`src/rtl/clock_pkg.sv`:
```
// Shared mode encodings for the HH:MM clock controller and its counter datapath.
package clock_pkg;

  typedef logic [1:0] mode_t;

  typedef enum logic [1:0] {
    IDLE       = 2'b00,
    SET_HOUR   = 2'b01,
    SET_MINUTE = 2'b10
  } clk_mode_e;

  function automatic int unsigned max_u(input int unsigned a, input int unsigned b);
    return (a > b) ? a : b;
  endfunction

endpackage

```
`src/rtl/btn_debounce.sv`:
```
// Two-flop synchronizer plus tick-based stability counter for one raw button.
module btn_debounce #(
  parameter int unsigned DB_TICKS = 20
) (
  input  logic clk,
  input  logic rst,
  input  logic tick,
  input  logic raw,
  output logic level,
  output logic rise
);

  localparam int unsigned CW = $clog2(DB_TICKS + 1);

  logic          sync1;
  logic          sync2;
  logic [CW-1:0] cnt;

  always_ff @(posedge clk or negedge rst) begin
    if (!rst) begin
      sync1 <= 1'b0;
      sync2 <= 1'b0;
      level <= 1'b0;
      rise  <= 1'b0;
      cnt   <= '0;
    end else begin
      sync1 <= raw;
      sync2 <= sync1;
      rise  <= 1'b0;
      // Any agreeing cycle restarts the count, so only consecutive disagreeing ticks accumulate.
      if (sync2 == level) begin
        cnt <= '0;
      end else if (tick) begin
        if (cnt == CW'(DB_TICKS - 1)) begin
          level <= sync2;
          rise  <= sync2;
          cnt   <= '0;
        end else begin
          cnt <= cnt + CW'(1);
        end
      end
    end
  end

endmodule

```
`src/rtl/clock_adjust_ctrl.sv`:
```
// Mode FSM and adjust-strobe generator (auto-repeat, timeout, blink) for the HH:MM counter.
module clock_adjust_ctrl
  import clock_pkg::*;
#(
  parameter int unsigned DB_TICKS      = 20,
  parameter int unsigned HOLD_TICKS    = 500,
  parameter int unsigned REPEAT_TICKS  = 100,
  parameter int unsigned TIMEOUT_TICKS = 10000,
  parameter int unsigned BLINK_TICKS   = 250
) (
  input  logic  clk,
  input  logic  rst,
  input  logic  tick,
  input  logic  set,
  input  logic  inc,
  input  logic  cen,
  output mode_t mode,
  output logic  run_en,
  output logic  hour_up,
  output logic  hour_dn,
  output logic  min_up,
  output logic  min_dn,
  output logic  sec_clear,
  output logic  blank_hour,
  output logic  blank_min
);

  localparam int unsigned TMAX = max_u(max_u(max_u(HOLD_TICKS, REPEAT_TICKS),
                                             max_u(TIMEOUT_TICKS, BLINK_TICKS)), DB_TICKS);
  localparam int unsigned TW   = $clog2(TMAX + 1);

  logic set_level_unused;
  logic set_rise;
  logic inc_lvl;
  logic inc_rise;
  logic cen_lvl;
  logic cen_rise_unused;

  btn_debounce #(.DB_TICKS(DB_TICKS)) u_db_set (
    .clk   (clk),
    .rst   (rst),
    .tick  (tick),
    .raw   (set),
    .level (set_level_unused),
    .rise  (set_rise)
  );

  btn_debounce #(.DB_TICKS(DB_TICKS)) u_db_inc (
    .clk   (clk),
    .rst   (rst),
    .tick  (tick),
    .raw   (inc),
    .level (inc_lvl),
    .rise  (inc_rise)
  );

  btn_debounce #(.DB_TICKS(DB_TICKS)) u_db_cen (
    .clk   (clk),
    .rst   (rst),
    .tick  (tick),
    .raw   (cen),
    .level (cen_lvl),
    .rise  (cen_rise_unused)
  );

  clk_mode_e         state_q;
  clk_mode_e         state_d;
  logic              sec_clr_d;
  logic              in_set;
  logic              stay;
  logic              to_hit;
  logic              rep_due;
  logic              fire;

  logic [TW-1:0]     to_cnt;
  logic [TW-1:0]     rep_cnt;
  logic              rep_armed;
  logic              rep_hold;
  logic [TW-1:0]     blk_cnt;
  logic              blk_ph;

  always_comb begin
    state_d   = state_q;
    sec_clr_d = 1'b0;
    in_set    = (state_q == SET_HOUR) || (state_q == SET_MINUTE);
    to_hit    = in_set && tick && (to_cnt == TW'(TIMEOUT_TICKS - 1));

    case (state_q)
      IDLE: begin
        if (set_rise) state_d = SET_HOUR;
      end
      SET_HOUR: begin
        if (set_rise)    state_d = SET_MINUTE;
        else if (to_hit) state_d = IDLE;
      end
      SET_MINUTE: begin
        if (set_rise) begin
          state_d   = IDLE;
          sec_clr_d = 1'b1;
        end else if (to_hit) begin
          state_d = IDLE;
        end
      end
      default: state_d = IDLE;
    endcase

    // A set press (or timeout) in the same cycle suppresses any adjust strobe.
    stay    = in_set && (state_d == state_q);
    rep_due = rep_armed && inc_lvl && tick &&
              (rep_hold ? (rep_cnt == TW'(HOLD_TICKS - 1))
                        : (rep_cnt == TW'(REPEAT_TICKS - 1)));
    fire    = stay && (inc_rise || rep_due);
  end

  always_ff @(posedge clk or negedge rst) begin
    if (!rst) begin
      state_q   <= IDLE;
      hour_up   <= 1'b0;
      hour_dn   <= 1'b0;
      min_up    <= 1'b0;
      min_dn    <= 1'b0;
      sec_clear <= 1'b0;
    end else begin
      state_q   <= state_d;
      hour_up   <= fire && (state_q == SET_HOUR)   && !cen_lvl;
      hour_dn   <= fire && (state_q == SET_HOUR)   &&  cen_lvl;
      min_up    <= fire && (state_q == SET_MINUTE) && !cen_lvl;
      min_dn    <= fire && (state_q == SET_MINUTE) &&  cen_lvl;
      sec_clear <= sec_clr_d;
    end
  end

  always_ff @(posedge clk or negedge rst) begin
    if (!rst) begin
      rep_armed <= 1'b0;
      rep_hold  <= 1'b0;
      rep_cnt   <= '0;
    end else if (!stay || !inc_lvl) begin
      rep_armed <= 1'b0;
      rep_hold  <= 1'b0;
      rep_cnt   <= '0;
    end else if (inc_rise) begin
      rep_armed <= 1'b1;
      rep_hold  <= 1'b1;
      rep_cnt   <= '0;
    end else if (rep_due) begin
      rep_hold  <= 1'b0;
      rep_cnt   <= '0;
    end else if (rep_armed && tick) begin
      rep_cnt   <= rep_cnt + TW'(1);
    end
  end

  always_ff @(posedge clk or negedge rst) begin
    if (!rst) begin
      to_cnt <= '0;
    end else if (!in_set || (state_d != state_q) || set_rise || inc_rise || inc_lvl) begin
      to_cnt <= '0;
    end else if (tick) begin
      to_cnt <= to_cnt + TW'(1);
    end
  end

  always_ff @(posedge clk or negedge rst) begin
    if (!rst) begin
      blk_cnt <= '0;
      blk_ph  <= 1'b0;
    end else if (!in_set || (state_d != state_q) || inc_lvl || fire) begin
      blk_cnt <= '0;
      blk_ph  <= 1'b0;
    end else if (tick) begin
      if (blk_cnt == TW'(BLINK_TICKS - 1)) begin
        blk_cnt <= '0;
        blk_ph  <= ~blk_ph;
      end else begin
        blk_cnt <= blk_cnt + TW'(1);
      end
    end
  end

  assign mode       = state_q;
  assign run_en     = (state_q == IDLE);
  assign blank_hour = blk_ph && (state_q == SET_HOUR)   && !inc_lvl;
  assign blank_min  = blk_ph && (state_q == SET_MINUTE) && !inc_lvl;

endmodule

```
`config.mk`:
```
export PLATFORM = sky130hd
export DESIGN_NAME = clock_adjust_ctrl
export DESIGN_NICKNAME = d
export VERILOG_FILES = /design/src/rtl/clock_pkg.sv /design/src/rtl/btn_debounce.sv /design/src/rtl/clock_adjust_ctrl.sv
export SDC_FILE = /design/constraint.sdc
export NUM_CORES = 1
export LEC_CHECK = 0
export ABC_AREA = 1
export CAP_MARGIN = 5
export CORE_MARGIN = 10
export CORE_UTILIZATION = 45
export DETAILED_ROUTE_END_ITERATION = 7
export PLACE_DENSITY = 0.67
export SLEW_MARGIN = 0
export SYNTH_ARGS = -nofsm -noshare
export SYNTH_HDL_FRONTEND = slang
export SYNTH_SLANG_ARGS = --single-unit
```
`constraint.sdc`:
```
create_clock -name clk -period 3.2 [get_ports clk]
set_input_delay 0.64 -clock clk [delete_from_list [all_inputs] [get_ports clk]]
set_output_delay 0.64 -clock clk [all_outputs]
set_load 0.05 [all_outputs]
```
# --- Yosys cells after proc, flatten, opt, wreduce, memory -nomap -nowiden ---
# Cells that the tools add are included.
# W data, S select, Z words.
word_totals:
  regBits: 78
  latchBits: 0
  mem_bits_rw: 0
  rom_bits: 0
  inputBits: 6
  output_inout_bits: 10
  elab_cells: 135
  memories: 0
op_classes:
  addsub: 6
  multipliers: 0
  div: 0
  magnitude_cmp: 0
  n_eq_ne: 14
  n_shift: 0
  n_mux: 40
  bitwise: 4
  n_reduce_logical: 45
op_table:
  columns: ["operator", "count"]
  rows:
  - ["$mux W14", 9]
  - ["$mux W5", 9]
  - ["$add A14 B1 Y14 const B", 3]
  - ["$logic_and A1 B1 Y1", 18]
  - ["$mux W1", 17]
  - ["$add A5 B1 Y5 const B", 3]
  - ["$eq A5 B5 Y1 const B", 3]
  - ["$eq A14 B14 Y1 const B", 1]
  - ["$eq A14 B7 Y1 const B", 1]
  - ["$eq A14 B8 Y1 const B", 1]
  - ["$eq A14 B9 Y1 const B", 1]
  - ["$reduce_bool A2 Y1", 7]
  - ["$logic_or A1 B1 Y1", 9]
  - ["$reduce_and A3 Y1", 3]
  - ["$mux W2", 4]
  - ["$pmux W2 S3", 1]
  - ["$logic_not A1 Y1", 4]
  - ["$not A1 Y1", 4]
  - ["$reduce_bool A4 Y1", 1]
  - ["$eq A1 B1 Y1", 3]
  - ["$reduce_bool A3 Y1", 1]
  - ["$eq A2 B1 Y1 const B", 1]
  - ["$eq A2 B2 Y1", 1]
  - ["$eq A2 B2 Y1 const B", 1]
  - ["3 further kinds", 3]

# --- Logic depth before layout (Yosys ltp) ---
depth:
  ltp_word: 13
  depth_mapped: 18
  ltp_nobuf: 18

# --- By module ---
# Synthesis repeated with hierarchy kept, for this count alone.
unflattened:
  hier_cells: 541
  hier_area_um2: 4443.0
by_module_without_submodules:
  columns: ["mod", "instances", "cells_each", "area_each_um2", "seq_area_each_um2"]
  rows:
  - ["clock_adjust_ctrl", 1, 370, 2982.9, 1301.2]
  - ["btn_debounce", 3, 57, 486.7, 225.2]

# --- Least setup slack after synthesis ---
# Ideal clock, no wire load.
synth_timing:
  kind: "register to register"
  startpoint: "reg state_q[1], in the netlist mode[1]"
  endpoint: "reg to_cnt[7]"
  setup_ps: 77
  arrival_ps: 2431
  required_ps: 3123
  slack_ps: 692
  stages_incl_launch_ff: 18
  path_buffers: 1
  synth_period_minus_slack_ps: 2508
  cell_sequence: "dfrtp_1 inv_1 ha_1 nand2_1 inv_1 nand2_1 nor2_1 nand3_1 nand2_1 nand2_1 nand2_1 nand2_1 nand2_1 nand3_1 nor2_4 nand2_2 buf_6 a21oi_1"
synth_via:
  elab_chain_cells: 13
  word_cells_on_any_way: 19
  cone_classes: "eq/ne (3); mux (6); reduce/logical (10)"
synth_lines:
  columns: ["element", "line", "rtl"]
  rows:
  - ["from (decl)", "clock_adjust_ctrl.sv:66", "clk_mode_e state_q;"]
  - ["from (signal assigned)", "clock_adjust_ctrl.sv:124", "state_q <= state_d;"]
  - ["$eq A2 B1 Y1 or $eq A2 B2 Y1 (tied branches)", "clock_adjust_ctrl.sv:85, clock_adjust_ctrl.sv:88", null]
  - ["$logic_or A1 B1 Y1", "clock_adjust_ctrl.sv:85", "in_set = (state_q == SET_HOUR) || (state_q == SET_MINUTE);"]
  - ["$logic_and A1 B1 Y1 (2 in a row)", "clock_adjust_ctrl.sv:86", "to_hit = in_set && tick && (to_cnt == TW'(TIMEOUT_TICKS - 1));"]
  - ["$mux W2", "clock_adjust_ctrl.sv:94, clock_adjust_ctrl.sv:100", null]
  - ["$mux W2, on equally long branches", "clock_adjust_ctrl.sv:97, clock_adjust_ctrl.sv:93", null]
  - ["$pmux W2 S3", "clock_adjust_ctrl.sv:88", "case (state_q)"]
  - ["$ne A2 B2 Y1", "clock_adjust_ctrl.sv:157", "end else if (!in_set || (state_d != state_q) || set_rise || inc_rise || inc_lvl) begin"]
  - ["$logic_or A1 B1 Y1 * (4 in a row)", "clock_adjust_ctrl.sv:157", null]
  - ["$mux W14 or $reduce_bool A2 Y1 (tied branches)", null, null]
  - ["to (signal assigned)", "clock_adjust_ctrl.sv:160", "to_cnt <= to_cnt + TW'(1);"]
  - ["to (decl)", "clock_adjust_ctrl.sv:75", "logic [TW-1:0] to_cnt;"]
# Mark *: on every way between the ends. The rest lies on a longest branch, timed or not.
# A chain may end at the register's enable or synchronous reset.

# --- Worst setup path in the final report ---
layout_timing:
  startpoint: "reg state_q[1], in the netlist mode[1]"
  endpoint: "out blank_hour"
layout_via:
  elab_chain_cells: 3
layout_lines:
  columns: ["element", "line", "rtl"]
  rows:
  - ["$eq A2 B1 Y1", "clock_adjust_ctrl.sv:183", "assign blank_hour = blk_ph && (state_q == SET_HOUR) && !inc_lvl;"]
  - ["$logic_and A1 B1 Y1 (2 in a row)", "clock_adjust_ctrl.sv:183", null]
  - ["to (decl)", "clock_adjust_ctrl.sv:24", "output logic blank_hour,"]
# Every way passes these cells.

==> results.py <==
metrics = {
    "setup_path": {
        "rrSetupSlack_ps": 540,
        "worstPathRequired_ps": 2560,
        "path_class": "flip-flop to output pin",
        "r2r_cells": 16,
        "r2r_start": "mode[1]$_DFF_PN0_",
        "r2r-end": "rep_cnt[7]$_DFFE_PN0P_",
        "arrival_ps": 2180,
        "cp-start-kind": "flip-flop",
        "critPathMaxFanout": 6,
        "end_kind": "output pin",
        "crit_slowest_cell": "clkdlybuf4s50_1",
        "cp_cell_sequence": "inv_1, ha_1, nand2_1, nor2_1, clkdlybuf4s50_1",
        "worst-path-buf-inv": 2,
        "path_delay_family": "buffers and inverters",
        "max_stage_delay_ps": 830,
    },
    "logic_synthesis": {
        "synth_area_um2": 4081,
        "synth_area_per_cell_um2": 8.147,
        "synth_edf_count": 0,
        "synth_fp_nets": 518,
        "ys.flop_type": "dfrtp_1",
        "synth_area_leaders": "dfrtp_1, nand2_1, inv_1",
        "ys_ff_latch": 78,
        "synth_cell_types": 33,
        "async_flop_share": 1.000,
        "yosys_warnings": 0,
        "synth_cells": 501,
        "yosysSeqAreaShare": 0.4782,
        "synth_top_area_cell": "dfrtp_1",
        "yosysTopAreaCellShare": 0.4782,
    },
    "drt": {
        "viasPerCell": 5.036,
        "wire_per_inst_um": 12.39,
        "via_count": 3208,
        "post-route-drc-count": 0,
        "routed_wl_um": 7892,
        "postRouteAntennaNets": 0,
        "drt-initial-drc-count": 234,
        "first_pass_iters": 4,
    },
    "hold_path": {
        "holdPathEnd": "u_db_inc.sync2$_DFF_PN0_",
        "worstHoldStart": "u_db_inc.sync1$_DFF_PN0_",
        "min-delay-path-class": "flip-flop to flip-flop",
        "hold-path-cell-count": 0,
    },
    "power_and_ir_drop": {
        "p_per_area_nw_per_um2": 429.5,
        "ir_drop_mv": 0.2406,
        "p_leak_nw": 2.100,
    },
    "global_route": {
        "grt_max_degree": 79,
        "grt_pass1_vias": 3049,
        "grt_remaining_overflow": 0,
        "antenna_found_initial": 0,
        "track_usage": 0.1253,
        "grt_pass1_wl_um": 13860,
    },
    "status": {
        "outcome": "finished clean",
    },
    "final_layout": {
        "fin_cells": 637,
        "diodes": 0,
        "drive_gt1_frac": 0.06427,
        "finalInstanceArea_um2": 4567,
        "layout.nets": 541,
        "area_growth_syn_to_layout_pct": 11.89,
    },
    "place": {
        "gp_congestion": 0.8244,
        "place_worst_setup_slack_ps": 291.3,
        "place_area_um2": 4352,
        "hpwlAfterDp_um": 5628,
        "dp_cells": 621,
        "io_buffers": 15,
    },
    "timing": {
        "setup_viol": 0,
        "maxSlewViolCount": 0,
        "worst_slew_pin_slew_ps": 983.9,
        "max_freq_mhz": 354.0,
        "hold_viol": 0,
        "setup_tns_ps": 0,
        "period_needed_ps": 2825,
        "setup_slack_ps": 375.0,
        "finalCritPeriodShare": 0.8828,
        "slew_headroom": 0.3441,
        "rsz0062_at_grt": "false",
        "skew_ps": 9.945,
    },
    "clocking": {
        "clk_latency_ps": 340,
        "tritoncts": "done",
        "ctsHoldBuffers": 0,
        "h-tree-depth": 3,
        "clock_path_buffers": 2,
        "cts_buffers": 9,
        "post_cts_buffers": 0,
        "clock_sinks": 78,
        "path_clk_slew_ps": 70,
        "cts-root-buf": "clkbuf_8",
        "cts_resized": 0,
    },
    "die": {
        "coreArea_um2": 8763,
        "fp.dieW_um": 115.2,
        "start_util": 0.4657,
        "pin_count": 16,
        "rows": 34,
        "die_h_um": 115.2,
        "die_area_um2": 13280,
    },
    "flow_run": {
        "max_cap_viol_count": 0,
    },
}
==> worst register-to-register path, stage by stage (launching register included) <==
cell and delay [ps]:
dfrtp_1 460, inv_1 140, ha_1 350, nand2_1 60, inv_1 50, nand2_1 40
nor2_1 140, nand2_1 70, nand2_1 70, nand2_1 60, nand3_1 90, nand2_1 60
nor2_1 120, nand2_1 90, nor2_2 120, nand2_1 340, nor3b_1 310
==> synthesized netlist by cell type, drive strengths merged, types with 5 or more instances <==
cell    n
o21ai  22
nand4  14
a21oi  13
dfrtp  78
ha     11
nand2  95
nor2   71
nand3  38
o22ai   8
xnor2   5
xor2   28
inv    79
nor3   16
==> logic make-up (layout without fill, tap and decap cells) <==
group	after synthesis	after routing	synth area share
AO/OA/AOI/OAI	47	47	0.06377
AND/OR/NAND/NOR	247	247	0.2722
adder cells (fa/ha/maj)	11	11	0.03372
buffers and inverters	85	113	0.08124
XOR/XNOR	33	33	0.07082
flip-flops	78	78	0.4782
==> through the flow <==
stage                 util  power, mW  hold WS, ps
floorplan                -      1.131        331.2
global placement    0.4966      1.175        333.1
detailed placement  0.4966      1.182        334.7
CTS                 0.5211      1.993        352.8
global route        0.5211      2.054        357.9
finish              0.5211      1.961        351.3
==> layout make-up <==
| type | count | area (um^2) |
|---|---|---|
| well taps | 108 | 135.1 |
| repair buffers | 18 | 170.2 |
| fillers | 797 | 4197 |
| multi-input cells | 338 | 1798 |
| clock inverters | 4 | 70.07 |
| clock buffers | 12 | 145.1 |
| inverters | 79 | 296.5 |
| flip-flops and latches | 78 | 1952 |
==> layout by cell type, fill, tap and decap left out, drive strengths merged <==
cell,n
o211ai,1
nor4,4
nand4,14
clkinv,2
bufinv,2
nand3b,1
inv,79
xnor2,5
nand3,38
and3,2
clkbuf,12
xor2,28
nand2,95
o22ai,8
nor3,16
clkdlybuf4s50,14
ha,11
a211oi,1
nor2,71
a21oi,13
dfrtp,78
or2,2
o21ai,22
a21o,1
buf,4
nor3b,4
o2111ai,1
==> state kept, by name, indices dropped and copies added, names as in the netlist, 2 cells and up <==
name	cells
u_db_inc.cnt	5
mode	2
u_db_set.cnt	5
u_db_cen.cnt	5
blk_cnt	14
rep_cnt	14
to_cnt	14
==> where the power goes <==
part | internal, mW | switching, mW
clock | 0.459 | 0.344
combinational | 0.0414 | 0.0672
sequential | 1.02 | 0.0309
total | 1.52 | 0.442
==> per-layer routing <==
| metal | share of wire | wire length [um] | vias up | global-route usage |
|---|---|---|---|---|
| met1 | 0.48 | 3794 | 1495 | 0.1661 |
| met4 | 0.0098 | 77 | 0 | 0.03465 |
| met5 | 0 | 0 | - | 0 |
| met2 | 0.45 | 3541 | 62 | 0.1933 |
| li1 | - | - | 1646 | - |
| met3 | 0.061 | 479 | 5 | 0.03854 |
==> how the worst max path moves through the flow <==
| stage | start | end | slack (ps) | cells past startpoint |
|---|---|---|---|---|
| after CTS | mode[1]$_DFF_PN0_ | blank_hour | 350 | 5 |
| after detailed placement | tick | rep_cnt[7]$_DFFE_PN0P_ | 290 | 13 |
| final | mode[1]$_DFF_PN0_ | blank_hour | 380 | 5 |
| after floorplan | mode[1]$_DFF_PN0_ | to_cnt[7]$_DFFE_PN0P_ | 690 | 17 |
| after global routing | mode[1]$_DFF_PN0_ | rep_cnt[7]$_DFFE_PN0P_ | 200 | 16 |
| after global placement | tick | rep_cnt[11]$_DFFE_PN0P_ | 390 | 13 |
No activity file was read; power rests on OpenSTA's default activity.
